[src/rtl/sprite_pkg.sv]
// Shared defaults and types for the sprite ROM arbiter.
package sprite_pkg;

  localparam int unsigned NREQ_DEFAULT      = 4;
  localparam int unsigned AW_DEFAULT        = 19;
  localparam int unsigned DW_DEFAULT        = 4;
  localparam int unsigned ROM_DEPTH_DEFAULT = 307200;
  localparam int unsigned ROM_LAT_DEFAULT   = 1;

  localparam int unsigned ID_W = $clog2(NREQ_DEFAULT);

  typedef logic [ID_W-1:0] req_id_t;

  // One in-flight read as it travels toward the response register.
  typedef struct packed {
    logic    valid;
    req_id_t id;
    logic    oob;
  } pipe_entry_t;

endpackage

[src/rtl/sprite_rom_arbiter_if.sv]
// Requester/ROM bus of the sprite ROM arbiter; slave is the arbiter side.
interface sprite_rom_arbiter_if
  import sprite_pkg::*;
#(
  parameter int unsigned NREQ = NREQ_DEFAULT,
  parameter int unsigned AW   = AW_DEFAULT,
  parameter int unsigned DW   = DW_DEFAULT
);

  logic [NREQ-1:0]    req;
  logic [NREQ*AW-1:0] addr;
  logic [NREQ-1:0]    gnt;
  logic [AW-1:0]      rom_address;
  logic [DW-1:0]      rom_q;
  logic [NREQ-1:0]    rsp_valid;
  logic [DW-1:0]      rsp_data;

  // master plays both the requesters and the external ROM
  modport master (
    output req, addr, rom_q,
    input  gnt, rom_address, rsp_valid, rsp_data
  );

  modport slave (
    input  req, addr, rom_q,
    output gnt, rom_address, rsp_valid, rsp_data
  );

endinterface

[src/rtl/sprite_rom_arbiter_rr_pick.sv]
// Round-robin pick: first requester at or above ptr (modulo NREQ) wins.
module rr_pick #(
  parameter int unsigned NREQ = 4,
  parameter int unsigned IDW  = 2
) (
  input  logic [NREQ-1:0] req,
  input  logic [IDW-1:0]  ptr,
  output logic [NREQ-1:0] gnt,
  output logic [IDW-1:0]  id,
  output logic            found
);

  logic [IDW-1:0] idx;

  always_comb begin
    gnt   = '0;
    id    = '0;
    found = 1'b0;
    idx   = '0;
    for (int unsigned j = 0; j < NREQ; j++) begin
      idx = IDW'((32'(ptr) + j) % NREQ);
      if (!found && req[idx]) begin
        found    = 1'b1;
        gnt[idx] = 1'b1;
        id       = idx;
      end
    end
  end

endmodule

[src/rtl/sprite_rom_arbiter.sv]
// Shares one external palette ROM among NREQ requesters, one read per cycle,
// returning each word to its requester ROM_LAT+1 cycles after the grant.
module sprite_rom_arbiter
  import sprite_pkg::*;
#(
  parameter int unsigned NREQ      = NREQ_DEFAULT,
  parameter int unsigned AW        = AW_DEFAULT,
  parameter int unsigned DW        = DW_DEFAULT,
  parameter int unsigned ROM_DEPTH = ROM_DEPTH_DEFAULT,
  parameter int unsigned ROM_LAT   = ROM_LAT_DEFAULT
) (
  input logic                 vga_clk,
  input logic                 Reset,
  sprite_rom_arbiter_if.slave bus
);

  localparam int unsigned IDW = (NREQ > 1) ? $clog2(NREQ) : 1;
  localparam logic [AW:0] DEPTH_LIMIT = (AW+1)'(ROM_DEPTH);

  logic [IDW-1:0]  ptr;
  logic [NREQ-1:0] pick_gnt;
  logic [IDW-1:0]  pick_id;
  logic            pick_found;
  logic            accept;
  logic [AW-1:0]   acc_addr;
  logic            acc_oob;
  logic [IDW-1:0]  next_ptr;

  logic [AW-1:0]   rom_address;
  logic [NREQ-1:0] rsp_valid;
  logic [DW-1:0]   rsp_data;

  // Stage k holds the read accepted k+1 edges ago; the response register
  // after the last stage completes the ROM_LAT+1 deep pipeline.
  logic            pipe_valid [ROM_LAT];
  logic [IDW-1:0]  pipe_id    [ROM_LAT];
  logic            pipe_oob   [ROM_LAT];

  rr_pick #(
    .NREQ (NREQ),
    .IDW  (IDW)
  ) u_rr_pick (
    .req   (bus.req),
    .ptr   (ptr),
    .gnt   (pick_gnt),
    .id    (pick_id),
    .found (pick_found)
  );

  // Grant is combinational but suppressed while reset is held.
  always_comb begin
    accept   = pick_found && !Reset;
    bus.gnt  = accept ? pick_gnt : '0;
    acc_addr = '0;
    for (int unsigned i = 0; i < NREQ; i++) begin
      if (pick_gnt[i]) acc_addr = bus.addr[i*AW +: AW];
    end
    acc_oob  = {1'b0, acc_addr} >= DEPTH_LIMIT;
    next_ptr = (pick_id == IDW'(NREQ-1)) ? '0 : pick_id + IDW'(1);
  end

  always_ff @(posedge vga_clk) begin
    if (Reset) begin
      ptr         <= '0;
      rom_address <= '0;
      rsp_valid   <= '0;
      rsp_data    <= '0;
      for (int unsigned k = 0; k < ROM_LAT; k++) begin
        pipe_valid[k] <= 1'b0;
        pipe_id[k]    <= '0;
        pipe_oob[k]   <= 1'b0;
      end
    end else begin
      if (accept) begin
        ptr         <= next_ptr;
        rom_address <= acc_addr;
      end
      pipe_valid[0] <= accept;
      pipe_id[0]    <= pick_id;
      pipe_oob[0]   <= acc_oob;
      for (int unsigned k = 1; k < ROM_LAT; k++) begin
        pipe_valid[k] <= pipe_valid[k-1];
        pipe_id[k]    <= pipe_id[k-1];
        pipe_oob[k]   <= pipe_oob[k-1];
      end
      // rom_q for the oldest stage is valid on this edge; out-of-range reads return 0
      rsp_valid <= pipe_valid[ROM_LAT-1] ? (NREQ'(1) << pipe_id[ROM_LAT-1]) : '0;
      if (pipe_valid[ROM_LAT-1]) begin
        rsp_data <= pipe_oob[ROM_LAT-1] ? '0 : bus.rom_q;
      end
    end
  end

  assign bus.rom_address = rom_address;
  assign bus.rsp_valid   = rsp_valid;
  assign bus.rsp_data    = rsp_data;

endmodule

[src/flat_wrapper.sv]
// flat-port wrapper written by rule: the top's interface ports become plain ports
module sprite_rom_arbiter_flat import sprite_pkg::*;
#(
  parameter int unsigned NREQ      = NREQ_DEFAULT,
  parameter int unsigned AW        = AW_DEFAULT,
  parameter int unsigned DW        = DW_DEFAULT,
  parameter int unsigned ROM_DEPTH = ROM_DEPTH_DEFAULT,
  parameter int unsigned ROM_LAT   = ROM_LAT_DEFAULT
)
  (vga_clk, Reset, bus_req, bus_addr, bus_rom_q, bus_gnt, bus_rom_address, bus_rsp_valid, bus_rsp_data);
  sprite_rom_arbiter_if #(.NREQ(NREQ), .AW(AW), .DW(DW)) bus_i ();
  input logic vga_clk;
  input logic Reset;
  input wire logic [$bits(bus_i.req)-1:0] bus_req;
  input wire logic [$bits(bus_i.addr)-1:0] bus_addr;
  input wire logic [$bits(bus_i.rom_q)-1:0] bus_rom_q;
  output wire logic [$bits(bus_i.gnt)-1:0] bus_gnt;
  output wire logic [$bits(bus_i.rom_address)-1:0] bus_rom_address;
  output wire logic [$bits(bus_i.rsp_valid)-1:0] bus_rsp_valid;
  output wire logic [$bits(bus_i.rsp_data)-1:0] bus_rsp_data;
  assign bus_i.req = bus_req;
  assign bus_i.addr = bus_addr;
  assign bus_i.rom_q = bus_rom_q;
  assign bus_gnt = bus_i.gnt;
  assign bus_rom_address = bus_i.rom_address;
  assign bus_rsp_valid = bus_i.rsp_valid;
  assign bus_rsp_data = bus_i.rsp_data;
  sprite_rom_arbiter #(.NREQ(NREQ), .AW(AW), .DW(DW), .ROM_DEPTH(ROM_DEPTH), .ROM_LAT(ROM_LAT)) u_core (.vga_clk(vga_clk), .Reset(Reset), .bus(bus_i));
endmodule
[config.mk]
export PLATFORM = sky130hd
export DESIGN_NAME = sprite_rom_arbiter_flat
export DESIGN_NICKNAME = d
export VERILOG_FILES = /design/src/rtl/sprite_pkg.sv /design/src/rtl/sprite_rom_arbiter_if.sv /design/src/rtl/sprite_rom_arbiter_rr_pick.sv /design/src/rtl/sprite_rom_arbiter.sv /design/src/flat_wrapper.sv
export SDC_FILE = /design/constraint.sdc
export NUM_CORES = 1
export LEC_CHECK = 0
export ABC_CLOCK_PERIOD_IN_PS = 7500
export CORE_ASPECT_RATIO = 0.6
export CORE_MARGIN = 5
export CORE_UTILIZATION = 42
export DETAILED_ROUTE_END_ITERATION = 8
export GPL_TIMING_DRIVEN = 1
export PLACE_DENSITY = 0.86
export SKIP_LAST_GASP = 1
export SLEW_MARGIN = 20
export SYNTH_ARGS = -nofsm -noshare
export SYNTH_HDL_FRONTEND = slang
export SYNTH_HIERARCHICAL = 1
export SYNTH_SLANG_ARGS = --single-unit
[constraint.sdc]
create_clock -name vga_clk -period 7.5 [get_ports vga_clk]
set_input_delay 0.75 -clock vga_clk [delete_from_list [all_inputs] [get_ports vga_clk]]
set_output_delay 0.75 -clock vga_clk [all_outputs]
set_load 0.1 [all_outputs]
==> metrics.md, run 1 <==
| Metric | Value |
|---|---|
| Sw Pwr | `883 uW` |
| Drt first pass iters | `5` |
| # rows | `20` |
| Clock-pin slew on the worst setup and hold paths | `0.07 ns` |
| CP Capture Type | `primary output` |
| WL/cell | `16.0 um` |
| YS warnings | `6` |
| Placed inst area | `3300 um^2` |
| Total track usage | `0.202` |
| Metal3 WL | `617 um` |
| RSZ-0062 raised after global routing | `no` |
| Seq. cell area | `661 um^2` |
| Netlist cell types | `45` |
| Skew final | `0.00407 ns` |
| Post-Synth Simple-Gate Area | `0.214` |
| Filler cell count | `425` |
| Starting Density | `0.425` |
| DRT iter0 DRCs | `142` |
| Slew of the pin with the lowest slew margin | `1.03 ns` |
| Total number of vias | `2302` |
| WP data arrival | `4.44 ns` |
| Clock power frac | `0.078` |
| Via/cell ratio | `5.42` |
| Detailed-placement wirelength estimate | `5.35 mm` |
| P&R area growth vs syn | `59.9%` |
| Global placement routability congestion | `0.868` |
| Pin count of the biggest net entering global routing | `35` |
| Vias in the first global route | `2145` |
| Crit Path Class | `reg -> out` |
| DIE AREA | `6600 um^2` |
| Worst skew pair latency | `0.28 ns` |
| Ys async rst share | `0` |
| Max-slew headroom | `0.312` |
| Total Wirelength | `6.80 mm` |
| Io pins | `117` |
| Min-Delay Path Class | `reg -> reg` |
| Max clock buf depth | `2` |
| DRT antenna net count | `0` |
| Multi-input logic area | `1320 um^2` |
| Max frequency | `193 MHz` |
| Final Hold Fails | `0` |
| Metal-1 WL | `3.02 mm` |
| Clk root buf | `clkbuf_8` |
| Top Metal Used | `met4` |
| CTS Sinks | `33` |
| Largest family of logic cells by synthesized area | `compound AO/OA/AOI/OAI gates` |
| CTS HTree Levels | `2` |
| Overall power | `1.60 mW` |
| Commonest non-fill, non-tap cells in the layout | `clkdlybuf4s50_1, dfxtp_1, a21oi_1` |
| Sw frac | `0.554` |
| Hold Buf Count CTS | `0` |
| Synth Instances | `249` |
| Post-Synth Adder-Cell Area | `0.0355` |
| Comb power frac | `0.750` |
| Max-slew violations | `0` |
| CTS resizes | `0` |
| WHS | `0.472 ns` |
| Mapped Nets | `341` |
| Mapped Area | `2110 um^2` |
| Final Cycle Share | `0.692` |
| Min Tclk post-route | `5.19 ns` |
| Die H | `65.0 um` |
| Seq pwr share | `0.172` |
| Worst Setup Start Kind | `flop` |
| Xor-xnor portion of the synthesized cell area | `0` |
| Mean post-synth cell area | `8.49 um^2` |
| Grt ovf | `0` |
| Predominant post-synthesis flop cell | `dfxtp_1` |
| Antenna diodes | `0` |
| Post-synthesis sequential area ratio | `0.312` |
| Met2 WL | `3.10 mm` |
| Run status | `finished, final reports clean` |
| Pleak | `1.28 nW` |
| Layout cells sized above 1 | `0.0669` |
| Power per cell area | `472 nW/um^2` |
| Core Box Area | `4980 um^2` |
| DRC viols | `0` |
| Initial antenna violation count | `0` |
| Synth Area in Compound Gates | `0.292` |
| Max rail drop VDD | `0.459 mV` |
| WP data required | `6.75 ns` |
| Internal | `712 uW` |
| EDFF count, synth | `0` |
| Post-CTS Setup Bufs | `0` |
| Seq cells post-synth | `33` |
| Final instance area | `3380 um^2` |
| Setup Viol. Count Final | `0` |
| CTS tree | `done` |
| Mux contribution to synthesized area | `0.0805` |
| CTS Buf Count | `5` |
| Die Width | `102 um` |
| Global-route wire length before repair | `10.7 mm` |
| Final Util | `0.679` |
| Max FO, Critical Path | `32` |
| TNS Setup | `0 ns` |
| Max cap viols | `0` |
| Commonest non-fill, non-tap cell in the layout | `clkdlybuf4s50_1` |
| IO buf count | `116` |
| Total Nets Final | `450` |
-- cell usage after synthesis (2+ instances only) --
cell,instances,area share
o22ai_1,5,0.015
inv_1,7,0.012
buf_1,2,0.0036
and2_1,3,0.0089
mux2_2,2,0.011
ha_1,6,0.036
mux4_1,2,0.025
nand2b_1,3,0.0089
nor4bb_1,2,0.0095
a21oi_1,28,0.066
nor2b_1,18,0.053
nand2_1,4,0.0071
clkbuf_1,8,0.014
mux4_2,2,0.021
nor2_1,27,0.048
nor3_1,15,0.036
buf_6,4,0.021
mux2i_1,5,0.024
a211oi_1,15,0.053
a221oi_1,12,0.050
buf_2,5,0.012
a22oi_1,12,0.043
dfxtp_1,33,0.31
o21ai_0,8,0.019
-- sequential cells by signal, indices dropped and copies added (netlist names) --
name,cells
u_core/ptr,2
u_core/bus.rsp_data,4
u_core/bus.rom_address,19
u_core/pipe_oob,1
u_core/pipe_valid,1
u_core/pipe_id,2
u_core/bus.rsp_valid,4
-- power by group through the flow --
stage	sequential [mW]	combinational [mW]	clock (mW)
finish	0.274	1.20	0.125
detailed placement	0.277	1.19	0
global placement	0.275	1.18	0
floorplan	0.538	0.666	0
CTS	0.274	1.19	0.128
global route	0.283	1.28	0.138
-- layer usage --
layer	up-vias	GRT usage
li1	1156	-
met1	1043	0.284
met2	93	0.309
met3	10	0.0516
met4	0	0.0481
met5	-	0
-- worst max-delay path, stage by stage, from the launching register on --
cell,delay (ns)
dfxtp_1,0.66
inv_1,0.17
ha_1,0.39
mux4_2,0.44
nor4b_4,0.40
a22oi_1,0.14
o21ai_2,0.08
buf_4,0.32
inv_1,0.19
nor3_1,0.21
clkdlybuf4s50_1,1.16
-- area by class of cell --
class / count / area share
clock buffers: 5 / 0.0203
clock inverters: 3 / 0.00518
inverters: 8 / 0.00888
multi-input cells: 189 / 0.391
flip-flops and latches: 33 / 0.195
well taps: 66 / 0.0244
repair buffers: 121 / 0.354
-- kinds of logic (layout without fill, tap and decap cells) --
family / after synthesis / in the layout
simple gates: 81 / 81
buf+inv: 27 / 137
mux: 11 / 11
flops: 33 / 33
compound gates: 91 / 91
fa+ha+maj: 6 / 6
-- final timing paths --
kind	from	end	slack [ns]	cells after the start
max	u_core/ptr[0]$_SDFFE_PP0P_	bus_gnt[3]	2.31	10
min	u_core/pipe_id[0][0]$_SDFF_PP0_	u_core/bus.rsp_valid[2]$_SDFF_PP0_	0.47	1
max reg2reg	u_core/ptr[0]$_SDFFE_PP0P_	u_core/bus.rom_address[1]$_SDFFE_PP0P_	3.43	11
min reg2reg	u_core/pipe_id[0][0]$_SDFF_PP0_	u_core/bus.rsp_valid[2]$_SDFF_PP0_	0.47	1
-- through the flow --
step	cells	setup slack, ns
after floorplan	249	2.54
after global placement	417	2.42
after detailed placement	417	2.35
after CTS	425	2.30
after global routing	425	2.07
final	425	2.31
Note: power is estimated with default switching activity, not from simulation.
==> run 2: changes to the inputs <==
--- a/config.mk
+++ b/config.mk
@@ -5,13 +5,13 @@
 export SDC_FILE = /design/constraint.sdc
 export NUM_CORES = 1
 export LEC_CHECK = 0
-export ABC_CLOCK_PERIOD_IN_PS = 7500
+export ABC_CLOCK_PERIOD_IN_PS = 4800
 export CORE_ASPECT_RATIO = 0.6
 export CORE_MARGIN = 5
-export CORE_UTILIZATION = 42
+export CORE_UTILIZATION = 39
 export DETAILED_ROUTE_END_ITERATION = 8
 export GPL_TIMING_DRIVEN = 1
-export PLACE_DENSITY = 0.86
+export PLACE_DENSITY = 0.81
 export SKIP_LAST_GASP = 1
 export SLEW_MARGIN = 20
 export SYNTH_ARGS = -nofsm -noshare
==> constraint.sdc (replaced) <==
create_clock -name vga_clk -period 4.8 [get_ports vga_clk]
set_input_delay 0.48 -clock vga_clk [delete_from_list [all_inputs] [get_ports vga_clk]]
set_output_delay 0.48 -clock vga_clk [all_outputs]
set_load 0.1 [all_outputs]
==> run 2 against run 1 <==
  * Combinational power is 59% higher
  * Global-route usage hardly changed
  * Power is 63% higher
  * Core utilization is 1.0 points lower
  * Count of clock-buffer cells in the layout stayed put
  * Die area is 6.7% higher
  * First-iteration DRC count is 2.1% lower
  * Clock skew is 0.0054 ns higher
  * Non-clock buffer count is 1 lower
  * Clock power is 120% higher
  * Critical path type is now reg -> reg
  * Critical endpoint is now u_core/pipe_oob[0]$_SDFF_PP0_
==> metrics.md, run 2 (synthesized netlist as in run 1, its figures left out) <==
| Metric | Value |
|---|---|
| Run status | `finished, final reports clean` |
| Starting Density | `0.410 (-0.0144)` |
| DRC viols | `0 (unchanged)` |
| Max reg flops | `19 (unchanged)` |
| Max clock buf depth | `2 (unchanged)` |
| Post-CTS Setup Bufs | `0 (unchanged)` |
| Total number of vias | `2325 (+1.0%)` |
| Slowest cell on crit path | `o21ai_2` |
| Filler cell count | `445 (+4.7%)` |
| P&R area growth vs syn | `63.0%` |
| Total Wirelength | `7.45 mm (+9.6%)` |
| Crit path largest cell delay | `0.79 ns (-0.37 ns)` |
| Final WS setup | `0.590 ns (-1.72 ns)` |
| IO buf count | `116 (unchanged)` |
| Max-slew headroom | `0.295 (-0.0172)` |
| Top reg by flops | `u_core/bus.rom_address` |
| WHS | `0.461 ns (-0.0113 ns)` |
| WP data arrival | `4.39 ns (-0.05 ns)` |
| Dpl ws | `0.647 ns (-1.70 ns)` |
| WL/cell | `17.6 um (+9.9%)` |
| Power per cell area | `756 nW/um^2 (+60%)` |
| CTS tree | `done` |
| Vias in the first global route | `2220 (+3.5%)` |
| CTS resizes | `0 (unchanged)` |
| Skew final | `0.00947 ns (+0.00540 ns)` |
| Hold Buf Count CTS | `0 (unchanged)` |
| Drt first pass iters | `5 (unchanged)` |
| Max cap viols | `0 (unchanged)` |
| Io pins | `117 (unchanged)` |
| Min Tclk post-route | `4.21 ns` |
| Commonest non-fill, non-tap cells in the layout | `clkdlybuf4s50_1, dfxtp_1, a21oi_1` |
| Detailed-placement wirelength estimate | `5.79 mm (+8.3%)` |
| TNS Setup | `0 ns (unchanged)` |
| Max rail drop VDD | `0.439 mV (-4.3%)` |
| Total track usage | `0.202 (-0.000369)` |
| Antenna diodes | `0 (unchanged)` |
| DRT antenna net count | `0 (unchanged)` |
| Worst Setup Start Kind | `flop` |
| Pleak | `1.30 nW (+2.1%)` |
| Global-route wire length before repair | `11.4 mm (+5.8%)` |
| Grt ovf | `0 (unchanged)` |
| RSZ-0062 raised after global routing | `no` |
| WP data required | `4.98 ns (-1.77 ns)` |
| DRT iter0 DRCs | `139 (-2.1%)` |
| Final Cycle Share | `0.877` |
| Placed inst area | `3330 um^2 (+1.1%)` |
| CTS Buf Count | `5 (unchanged)` |
| CP Capture Type | `flop` |
| Layout cells sized above 1 | `0.0782 (+0.0114)` |
| Crit Path Class | `reg -> reg` |
| Via/cell ratio | `5.48 (+1.2%)` |
| Clk root buf | `clkbuf_8` |
| DIE AREA | `7040 um^2 (+6.7%)` |
| Pin count of the biggest net entering global routing | `32 (-8.6%)` |
| Die Width | `105 um (+3.4%)` |
| Seq. cell area | `661 um^2 (unchanged)` |
| Clock-pin slew on the worst setup and hold paths | `0.08 ns (about the same)` |
| Setup Viol. Count Final | `0 (unchanged)` |
| Global placement routability congestion | `0.900 (+3.7%)` |
| CTS Sinks | `33 (unchanged)` |
| Max FO, Critical Path | `23 (-28%)` |
| Biggest registers after layout | `u_core/bus.rom_address: 19 flops, u_core/bus.rsp_data: 4 flops, u_core/bus.rsp_valid: 4 flops` |
| Initial antenna violation count | `0 (unchanged)` |
| Max-slew violations | `0 (unchanged)` |
| Core Box Area | `5150 um^2 (+3.5%)` |
| Die H | `67.0 um (+3.2%)` |
| Slew of the pin with the lowest slew margin | `1.05 ns (+0.0257 ns)` |
| Commonest non-fill, non-tap cell in the layout | `clkdlybuf4s50_1` |
| Multi-input logic area | `1330 um^2 (+0.28%)` |
| Worst-path cell chain | `inv_1 -> ha_1 -> mux4_2 -> and2b_2 -> a22oi_1 -> o21ai_2 -> nor2b_2 -> a221o_1 -> a22oi_2 -> a21boi_1 -> o21ai_1` |
| Final Hold Fails | `0 (unchanged)` |
| CTS HTree Levels | `2 (unchanged)` |
| Final instance area | `3450 um^2 (+1.9%)` |
| Min-Delay Path Class | `reg -> reg` |
| Total Nets Final | `449 (-0.22%)` |
| Max frequency | `238 MHz` |
| Worst skew pair latency | `0.29 ns (about the same)` |
| # rows | `20 (unchanged)` |
-- run 2: changes by cell type in the layout (fill, tap and decap cells not counted), sizes merged --
cell / before / now
buf: 5 / 8
bufinv: 0 / 1
clkdlybuf4s50: 116 / 112
clkinv: 3 / 2
-- run 2: layer usage --
layer	GRT usage	wire length [um]	share of wire
met1	0.277	3410	0.46
met2	0.309	3370	0.45
met3	0.0639	606	0.081
met4	0.0431	63	0.0085
met5	0	0	0
-- run 2: final timing paths --
kind / end / cells past startpoint / slack, ns / startpoint
worst max-delay path: u_core/pipe_oob[0]$_SDFF_PP0_ / 11 / 0.59 / u_core/ptr[0]$_SDFFE_PP0P_
worst min-delay path: u_core/bus.rom_address[16]$_SDFFE_PP0P_ / 2 / 0.46 / u_core/bus.rom_address[16]$_SDFFE_PP0P_
worst max register to register: u_core/pipe_oob[0]$_SDFF_PP0_ / 11 / 0.59 / u_core/ptr[0]$_SDFFE_PP0P_
worst min register to register: u_core/bus.rom_address[16]$_SDFFE_PP0P_ / 2 / 0.46 / u_core/bus.rom_address[16]$_SDFFE_PP0P_
-- run 2: critical path: cells and delay by family, from the launching register on --
kind,cells,cell delay (ns)
buffers and inverters,1,0.19
DFF,1,0.66
AOI/OAI and AO/OA,6,1.70
muxes,1,0.44
adders and majority gates,1,0.41
and+or+nand+nor,2,0.70
-- run 2: report_power, final --
group          switching (mW)  internal, mW  total, mW
Clock                   0.115         0.155      0.271
Sequential             0.0653         0.361      0.426
Combinational            1.24         0.671       1.91
-- run 2: stage by stage --
| step | instances | total power, mW | util |
|---|---|---|---|
| after floorplan | 249 | 1.88 | - |
| after global placement | 416 | 2.28 | 0.646 |
| after detailed placement | 416 | 2.33 | 0.646 |
| after CTS | 424 | 2.60 | 0.669 |
| after global routing | 424 | 2.77 | 0.669 |
| final | 424 | 2.61 | 0.669 |
-- run 2: area by class of cell --
class / count / share of cell area
inverter: 8 / 0.00871
clock inverter: 3 / 0.0134
tap: 66 / 0.0240
multi-input combinational: 189 / 0.385
timing repair buffer: 120 / 0.357
clock buffer: 5 / 0.0200
sequential: 33 / 0.192
==> run 3: changes to the inputs <==
--- a/config.mk
+++ b/config.mk
@@ -7,7 +7,6 @@
 export LEC_CHECK = 0
 export ABC_CLOCK_PERIOD_IN_PS = 4800
 export CORE_ASPECT_RATIO = 0.6
-export CORE_MARGIN = 5
 export CORE_UTILIZATION = 39
 export DETAILED_ROUTE_END_ITERATION = 8
 export GPL_TIMING_DRIVEN = 1
==> run 3 against run 2 <==
  * Count of clock-buffer cells in the layout up 2
  * Design area increased by 0.15%
  * Clock power about the same
  * Flip-flop and latch count unchanged
  * Via count increased by 0.90%
  * Fmax up 4.9%
  * Largest cell class unchanged
  * Highest routed layer unchanged
==> metrics.md, run 3 (synthesized netlist as in run 1, its figures left out) <==
| Metric | Value |
|---|---|
| Run status | `finished, final reports clean` |
| Min Tclk post-route | `4.01 ns (-0.197 ns)` |
| DIE AREA | `5730 um^2 (-19%)` |
| Top reg by flops | `u_core/bus.rom_address` |
| CTS Sinks | `33 (unchanged)` |
| Slowest cell on crit path | `dfxtp_1` |
| CTS HTree Levels | `2 (unchanged)` |
| WP data required | `4.32 ns (-0.66 ns)` |
| Skew final | `0.00449 ns (-0.00498 ns)` |
| Core Box Area | `5130 um^2 (-0.49%)` |
| Setup Viol. Count Final | `0 (unchanged)` |
| CTS resizes | `0 (unchanged)` |
| Final Util | `0.673 (+0.00424)` |
| Pin count of the biggest net entering global routing | `33 (+3.1%)` |
| CTS tree | `done` |
| DRT antenna net count | `0 (unchanged)` |
| Commonest non-fill, non-tap cells in the layout | `clkdlybuf4s50_1, dfxtp_1, a21oi_1` |
| Global-route wire length before repair | `10.8 mm (-4.7%)` |
| Die H | `59.0 um (-12%)` |
| Clk root buf | `clkbuf_8` |
| WP data arrival | `3.53 ns (-0.86 ns)` |
| Vias in the first global route | `2181 (-1.8%)` |
| Slew of the pin with the lowest slew margin | `0.999 ns (-0.0552 ns)` |
| Max cap viols | `0 (unchanged)` |
| Biggest registers after layout | `u_core/bus.rom_address: 19 flops, u_core/bus.rsp_data: 4 flops, u_core/bus.rsp_valid: 4 flops` |
| # rows | `20 (unchanged)` |
| Max frequency | `249 MHz (+4.9%)` |
| Max rail drop VDD | `0.495 mV (+13%)` |
| Max FO, Critical Path | `31 (+35%)` |
| WL/cell | `16.3 um (-7.1%)` |
| Max-slew violations | `0 (unchanged)` |
| Max clock buf depth | `2 (unchanged)` |
| Io pins | `117 (unchanged)` |
| Global placement routability congestion | `0.855 (-5.0%)` |
| Clock-pin slew on the worst setup and hold paths | `0.07 ns (about the same)` |
| CP Capture Type | `primary output` |
| Die Width | `97.1 um (-7.6%)` |
| DRT iter0 DRCs | `119 (-14%)` |
| Pleak | `1.31 nW (+0.26%)` |
| Via/cell ratio | `5.53 (+0.90%)` |
| Initial antenna violation count | `0 (unchanged)` |
| Grt ovf | `0 (unchanged)` |
| Starting Density | `0.412 (+0.00200)` |
| Total number of vias | `2346 (+0.90%)` |
| Final Hold Fails | `0 (unchanged)` |
| Drt first pass iters | `4 (-1)` |
| Crit path largest cell delay | `0.64 ns (-0.15 ns)` |
| Final cell count without fillers | `424 (unchanged)` |
| Detailed-placement wirelength estimate | `5.27 mm (-9.0%)` |
| Layout cells sized above 1 | `0.0726 (-0.00559)` |
| Total track usage | `0.242 (+0.0400)` |
| Max reg flops | `19 (unchanged)` |
| P&R area growth vs syn | `63.3%` |
| TNS Setup | `0 ns (unchanged)` |
| Worst Setup Start Kind | `flop` |
| Worst skew pair latency | `0.29 ns (about the same)` |
| Total Wirelength | `6.93 mm (-7.1%)` |
| Post-CTS Setup Bufs | `0 (unchanged)` |
| Commonest non-fill, non-tap cell in the layout | `clkdlybuf4s50_1` |
| Total Nets Final | `449 (unchanged)` |
| Antenna diodes | `0 (unchanged)` |
| Min-Delay Path Class | `reg -> reg` |
| Worst-path cell chain | `inv_1 -> ha_1 -> mux4_2 -> nor3_1 -> nand2b_1 -> buf_4 -> clkinv_1 -> nor2_1 -> and2_1 -> buf_12` |
| Crit Path Class | `reg -> out` |
| Hold Buf Count CTS | `0 (unchanged)` |
| Power per cell area | `753 nW/um^2 (-0.40%)` |
| DRC viols | `0 (unchanged)` |
| Cells after DPL | `416 (unchanged)` |
| Max-slew headroom | `0.332 (+0.0369)` |
| RSZ-0062 raised after global routing | `no` |
| Final Cycle Share | `0.836 (-0.0410)` |
| CTS Buf Count | `5 (unchanged)` |
| IO buf count | `116 (unchanged)` |
[run 3: changes by cell type in the layout (fill, tap and decap cells not counted)]
| cell | previous run | this run |
|---|---|---|
| clkbuf_8 | 5 | 6 |
| clkinv_4 | 1 | 0 |
| o21ai_1 | 1 | 2 |
| clkinvlp_4 | 1 | 0 |
| o21ai_2 | 3 | 1 |
| clkbuf_1 | 0 | 1 |
| o21ai_4 | 0 | 1 |
[run 3: final timing paths]
| check | from | end | slack, ns | depth (start not counted) |
|---|---|---|---|---|
| setup / recovery | u_core/ptr[0]$_SDFFE_PP0P_ | bus_gnt[2] | 0.79 | 10 |
| hold / removal | u_core/bus.rsp_data[2]$_SDFFE_PP0P_ | u_core/bus.rsp_data[2]$_SDFFE_PP0P_ | 0.47 | 2 |
| setup reg to reg | u_core/ptr[0]$_SDFFE_PP0P_ | u_core/bus.rom_address[4]$_SDFFE_PP0P_ | 0.84 | 11 |
| hold reg to reg | u_core/bus.rsp_data[2]$_SDFFE_PP0P_ | u_core/bus.rsp_data[2]$_SDFFE_PP0P_ | 0.47 | 2 |
[run 3: metal layers]
layer	vias up	track usage	part of all wire
met4	0	0.0640	0.0062
met5	-	0	0
li1	1159	-	-
met2	107	0.384	0.44
met3	8	0.0448	0.071
met1	1072	0.342	0.48
[run 3: critical path, delay by kind of cell, from the launching register on]
| kind | cells | cell delay (ns) |
|---|---|---|
| buf+inv | 4 | 1.04 |
| flops | 1 | 0.64 |
| fa+ha+maj | 1 | 0.39 |
| mux | 1 | 0.38 |
| simple gates | 4 | 0.78 |
[run 3: per-stage QoR]
| step | setup slack [ns] | cell area, um^2 | total power [mW] | hold slack [ns] |
|---|---|---|---|---|
| 4_1_cts | 0.621 | 3440 | 2.58 | 0.469 |
| 3_5_place_dp | 0.838 | 3330 | 2.31 | 0.459 |
| 5_1_grt | 0.455 | 3450 | 2.76 | 0.489 |
| 2_1_floorplan | 0.110 | 2110 | 1.88 | 0.426 |
| 6_report | 0.787 | 3450 | 2.60 | 0.470 |
| 3_3_place_gp | 1.01 | 3330 | 2.26 | 0.447 |
[run 3: area by class of cell]
cell class | count | area [um^2]
repair buffers | 120 | 1230
multi-input cells | 189 | 1330
clock inverters | 1 | 30.0
flip-flops and latches | 33 | 661
inverters | 8 | 30.0
clock buffers | 7 | 86.3
fillers | 446 | 1680
well taps | 66 | 82.6
[run 3: report_power, final]
part	switching [mW]	internal, mW
logic	1.23	0.673
clock network	0.0994	0.169
registers	0.0694	0.362
total	1.40	1.20
